## src/rtl/stream_pack_upsizer.sv

```systemverilog
// stream_pack_upsizer: packs SCALE narrow beats of DW_IN bits into one DW_IN*SCALE-bit word.
// A word is emitted when all lanes are filled, when a beat carries s_last_i, or on a flush
// request while lanes are partially filled. Unfilled lanes are zero and flagged off in m_keep_o.
// Ports:
//   clk, rst            clock, asynchronous active-high reset
//   s_data_i/s_valid_i/s_last_i/s_ready_o   narrow input stream
//   flush_i             single-cycle request to emit the partial word
//   m_data_o/m_keep_o/m_last_o/m_valid_o/m_ready_i   wide output stream (registered)
module stream_pack_upsizer #(
  parameter int unsigned DW_IN      = 8,
  parameter int unsigned SCALE      = 4,
  parameter bit          BIG_ENDIAN = 1'b0
) (
  input  logic                   clk,
  input  logic                   rst,
  input  logic [DW_IN-1:0]       s_data_i,
  input  logic                   s_valid_i,
  input  logic                   s_last_i,
  output logic                   s_ready_o,
  input  logic                   flush_i,
  output logic [DW_IN*SCALE-1:0] m_data_o,
  output logic [SCALE-1:0]       m_keep_o,
  output logic                   m_last_o,
  output logic                   m_valid_o,
  input  logic                   m_ready_i
);

  localparam int unsigned IdxW = (SCALE > 1) ? $clog2(SCALE) : 1;

  // Assembly stage
  logic [SCALE-1:0][DW_IN-1:0] asm_data_q, asm_data_d, asm_merged;
  logic [SCALE-1:0]            asm_mask_q, asm_mask_d, mask_merged;
  logic [IdxW-1:0]             idx_q, idx_d;
  logic                        flush_pend_q, flush_pend_d;
  logic                        rst_r_q;

  // Output stage
  logic [SCALE-1:0][DW_IN-1:0] out_data_q, out_data_d;
  logic [SCALE-1:0]            out_keep_q, out_keep_d;
  logic                        out_last_q, out_last_d;
  logic                        out_full_q, out_full_d;

  logic wr, rd, can_load, complete, flush_exec, load;

  always_comb begin
    // The output register can take a new word if it is empty or being drained this cycle.
    can_load   = !out_full_q || m_ready_i;
    s_ready_o  = !rst_r_q && can_load;
    wr         = s_valid_i && s_ready_o;
    rd         = out_full_q && m_ready_i;

    // Assembly contents including any beat accepted this cycle.
    asm_merged  = asm_data_q;
    mask_merged = asm_mask_q;
    if (wr) begin
      asm_merged[idx_q]  = s_data_i;
      mask_merged[idx_q] = 1'b1;
    end

    complete   = wr && ((idx_q == IdxW'(SCALE - 1)) || s_last_i);
    flush_exec = (flush_pend_q || flush_i) && can_load;
    load       = complete || (flush_exec && (|mask_merged));

    asm_data_d   = asm_data_q;
    asm_mask_d   = asm_mask_q;
    idx_d        = idx_q;
    out_data_d   = out_data_q;
    out_keep_d   = out_keep_q;
    out_last_d   = out_last_q;
    out_full_d   = out_full_q;
    flush_pend_d = flush_exec ? 1'b0 : (flush_pend_q || flush_i);

    if (load) begin
      out_data_d = asm_merged;
      out_keep_d = mask_merged;
      out_last_d = wr && s_last_i;
      out_full_d = 1'b1;
      asm_data_d = '0;
      asm_mask_d = '0;
      idx_d      = '0;
    end else begin
      if (wr) begin
        asm_data_d = asm_merged;
        asm_mask_d = mask_merged;
        idx_d      = idx_q + IdxW'(1);
      end
      if (rd) begin
        out_full_d = 1'b0;
      end
    end
  end

  always_ff @(posedge clk or posedge rst) begin
    if (rst) begin
      asm_data_q   <= '0;
      asm_mask_q   <= '0;
      idx_q        <= '0;
      flush_pend_q <= 1'b0;
      rst_r_q      <= 1'b1;
      out_data_q   <= '0;
      out_keep_q   <= '0;
      out_last_q   <= 1'b0;
      out_full_q   <= 1'b0;
    end else begin
      asm_data_q   <= asm_data_d;
      asm_mask_q   <= asm_mask_d;
      idx_q        <= idx_d;
      flush_pend_q <= flush_pend_d;
      rst_r_q      <= 1'b0;
      out_data_q   <= out_data_d;
      out_keep_q   <= out_keep_d;
      out_last_q   <= out_last_d;
      out_full_q   <= out_full_d;
    end
  end

  // Lane order is only reversed at the output; internally lane 0 is always the first beat.
  always_comb begin
    m_data_o = '0;
    m_keep_o = '0;
    for (int i = 0; i < int'(SCALE); i++) begin
      if (BIG_ENDIAN) begin
        m_data_o[i*DW_IN +: DW_IN] = out_data_q[int'(SCALE) - 1 - i];
        m_keep_o[i]                = out_keep_q[int'(SCALE) - 1 - i];
      end else begin
        m_data_o[i*DW_IN +: DW_IN] = out_data_q[i];
        m_keep_o[i]                = out_keep_q[i];
      end
    end
  end

  assign m_last_o  = out_last_q;
  assign m_valid_o = out_full_q;

endmodule

```

## config.mk

```make
export PLATFORM = sky130hd
export DESIGN_NAME = stream_pack_upsizer
export DESIGN_NICKNAME = d
export VERILOG_FILES = /design/src/rtl/stream_pack_upsizer.sv
export SDC_FILE = /design/constraint.sdc
export NUM_CORES = 1
export LEC_CHECK = 0
export ABC_AREA = 1
export CAP_MARGIN = 20
export CELL_PAD_IN_SITES_DETAIL_PLACEMENT = 0
export CELL_PAD_IN_SITES_GLOBAL_PLACEMENT = 1
export CORE_ASPECT_RATIO = 0.5
export CORE_UTILIZATION = 41
export CTS_BUF_LIST = sky130_fd_sc_hd__clkbuf_8
export DETAILED_ROUTE_END_ITERATION = 6
export GPL_ROUTABILITY_DRIVEN = 0
export PLACE_DENSITY = 0.87
export SLEW_MARGIN = 20
export SYNTH_ARGS = -nofsm -noshare
export SYNTH_HDL_FRONTEND = slang
export SYNTH_SLANG_ARGS = --single-unit
```

## constraint.sdc

```tcl
create_clock -name clk -period 3.7 [get_ports clk]
set_clock_uncertainty 0.15 [all_clocks]
set_input_delay 1.11 -clock clk [delete_from_list [all_inputs] [get_ports clk]]
set_output_delay 1.11 -clock clk [all_outputs]
set_load 0.01 [all_outputs]
```

==> summary.md <==
| Metric | Value |
|---|---|
| Largest family of logic cells by synthesized area | simple AND/OR/NAND/NOR gates |
| H-tree Lvls | 3 |
| DR vias | 2,576 |
| Clock buffer depth | 2 |
| Min-delay worst type | flip-flop to flip-flop |
| Synth Area in Adders | 1.48% |
| Crit path max-delay family | buffers and inverters |
| Area of the multi-input gates | 1080 um^2 |
| Synth cell count leaders | 113 x nand2_1, 77 x dfrtp_1, 55 x inv_1, 38 x nand3_1, 38 x nor2_1 |
| Post-route ant nets | 0 |
| Die Span X | 130 um |
| Final WS setup | 0.444 ns |
| Final Hold Viols | 0 |
| Post-synthesis sequential area ratio | 57.8% |
| #FFs+latches synth | 78 |
| Mux contribution to synthesized area | 0% |
| R2r endpoint | m_data_o[8] |
| Worst skew pair latency | 0.35 ns |
| Die span in y | 66.2 um |
| Sequential Area | 1950 um^2 |
| Slowest-stage cell, CP | clkdlybuf4s50_1 |
| Largest cells by area after synthesis | dfrtp_1 57%, nand2_1 13%, inv_1 6.1% |
| Total negative slack | 0 ns |
| Reg2reg start | idx_q[0] |
| Startpoint Class | input pin |
| Grt total ovfl | 0 |
| Initial Util | 44.2% |
| Avg Cell Area, Syn | 8.58 um^2 |
| Static leakage | 2.11 nW |
| Primary FF master, synth | dfrtp_1 |
| Yosys top cell by area | dfrtp_1 |
| Drt via density | 4.58 |
| First-pass GRT wire length | 11.9 mm |
| TritonCTS clock tree | built |
| Drt first-iter violations | 184 |
| Total power | 2.76 mW |
| CP Cell Sequence | clkdlybuf4s50_1 > inv_2 > nand2_4 > inv_1 > nor2_1 > dlymetal6s2s_1 |
| Cell count along the critical path | 6 |
| Post-Place Cell Area | 4010 um^2 |
| CTS root buf | clkbuf_8 |
| Post-synth EDFFs | 0 |
| Simple-Gate Fraction of Synth Area | 24.5% |
| Die area | 8630 um^2 |
| Layout cells sized above 1 | 7.49% |
| CP Data Required Time | 2.44 ns |
| Global router's overall resource usage | 19.1% |
| Diode count | 0 |
| Setup crit end | s_ready_o |
| YS warnings | 0 |
| Crit path largest cell delay | 0.47 ns |
| # hold bufs at CTS | 0 |
| Final Max Slew Viols | 0 |
| Final wirelength | 7.18 mm |
| XOR/XNOR Fraction of Synth Area | 0.259% |
| Wire per inst | 12.8 um |
| CTS Buf Count | 9 |
| Critical path endpoint category | output pin |
| Row Count | 22 |
| Post-route minimum period | 3.26 ns |
| Critical path class | input pin to output pin |
| Most frequent cell after synthesis | nand2_1 |
| DR DRC count | 0 |
| Final nets | 468 |
| Achievable frequency | 307 MHz |
| Hold Crit Depth | 2 |
| Area growth syn-to-layout | 23.7% |
| Reg2Reg Setup Slack | 1.65 ns |
| Final setup fails | 0 |
| Largest net degree at the start of global routing | 40 |
| Total core area | 7650 um^2 |
| RSZ-0062 raised after global routing | false |
| Top cell type's share of synthesized area | 57.0% |
| Compound-Gate Fraction of Synth Area | 5.44% |
| Ys async rst share | 100% |
| Synthesized area | 3380 um^2 |
| Post-DP HPWL | 4.66 mm |
| IO Count | 53 |
| Bufs and invs on worst path | 4 |
| FF-to-FF path depth | 10 |
| Fin crit share | 88.0% |
| CP Max Fanout | 2 |
| # fillers | 726 |
| Initial antenna violation count | 0 |
| Pre-antenna DRT Iters | 5 |
| Number of global-route vias before repair | 2,310 |
| Synthesized net count | 412 |
| PortBufs | 52 |
| Worst slack, placed | 0.0514 ns |
| PwrDens | 661 nW/um^2 |
| Syn Inst Count | 394 |
| CP Launch Point | m_ready_i |
| Post-route cell area | 4180 um^2 |
| VDD IR max | 0.260 mV |
| Clk slew on worst S/H paths | 0.07 ns |
| Yosys cell types | 22 |
| Max cap viols | 0 |
| Status | completed |
| Worst EP arrival | 2.00 ns |
| Clk sinks | 78 |
==> report_power, final <==
part / internal (mW) / total (mW) / switching [mW]
logic: 0.451 / 1.03 / 0.578
registers: 1.07 / 1.18 / 0.105
clock network: 0.253 / 0.556 / 0.302
total: 1.78 / 2.76 / 0.986
==> worst min-delay path by stage <==
stage	start	endpoint	slack, ns
detailed placement	asm_mask_q[3]	asm_mask_q[3]	0.34
CTS	asm_mask_q[3]	asm_mask_q[3]	0.35
finish	asm_mask_q[3]	asm_mask_q[3]	0.35
floorplan	asm_mask_q[3]	asm_mask_q[3]	0.31
global placement	asm_mask_q[3]	asm_mask_q[3]	0.33
global route	m_data_o[28]	m_data_o[28]	0.39
==> placed cells by master (no fill, tap or decap) <==
| master | count |
|---|---|
| clkinv_2 | 1 |
| inv_1 | 56 |
| inv_2 | 2 |
| nor2_2 | 2 |
| dfrtp_1 | 77 |
| nand4_1 | 4 |
| conb_1 | 1 |
| nand2_1 | 113 |
| xor2_1 | 1 |
| clkdlybuf4s50_1 | 51 |
| o21ai_0 | 33 |
| a21oi_1 | 2 |
| ha_1 | 4 |
| nand3_1 | 38 |
| nor2_1 | 38 |
| dlymetal6s2s_1 | 1 |
| buf_4 | 10 |
| clkinv_4 | 1 |
| dfstp_2 | 1 |
| and3_1 | 1 |
| nand2_4 | 2 |
| buf_12 | 2 |
| clkinvlp_4 | 1 |
| clkbuf_8 | 10 |
| nand2_2 | 1 |
| o21ai_2 | 1 |
==> sequential cells by signal (all words and copies together), names as in the netlist <==
signal and flops:
m_data_o 32, rst_r_q 1, idx_q 2, m_last_o 1, m_keep_o 4, m_valid_o 1, asm_mask_q 4, flush_pend_q 1
asm_data_q 32
==> worst min-delay path, stage by stage (launching register included) <==
cell,delay (ns)
dfrtp_1,0.36
inv_1,0.06
nor2_1,0.05
==> through the flow <==
| stage | util, % | instances | hold WS [ns] |
|---|---|---|---|
| 3_3_place_gp | 52.4 | 547 | 0.329 |
| 5_1_grt | 54.6 | 562 | 0.386 |
| 4_1_cts | 54.6 | 562 | 0.354 |
| 3_5_place_dp | 52.4 | 547 | 0.340 |
| 6_report | 54.6 | 562 | 0.354 |
| 2_1_floorplan | - | 394 | 0.310 |
==> timing repair <==
item | in CTS | in global routing
setup endpoints to repair | 0 | 1
resized for setup | 0 | 1
buffers inserted | 0 | 0
==> final cells by class <==
| cell class | count | area share (%) |
|---|---|---|
| Clock inverter | 5 | 0.689 |
| Clock buffer | 10 | 3.29 |
| Timing Repair Buffer | 64 | 15.3 |
| Sequential cell | 78 | 46.7 |
| Multi-Input combinational cell | 241 | 25.7 |
| Tap cell | 108 | 3.23 |
| Inverter | 56 | 5.03 |
==> logic make-up (layout without fill, tap and decap cells) <==
kind of cell	after synthesis	count (layout)
and+or+nand+nor	199	199
DFF	78	78
buffers and inverters	75	135
AOI/OAI and AO/OA	36	36
adders and majority gates	4	4
other	1	1
xor gates and xnor gates	1	1
==> layer usage <==
metal  track usage (%)  vias to the layer above  share of wire (%)
met2              26.8                       53                 42
met4              5.60                        0               0.50
li1                  -                     1312                  -
met5                 0                        -                  0
met1              27.4                     1209                 51
met3              6.47                        2                6.1
(Power assumes the default switching activity.)
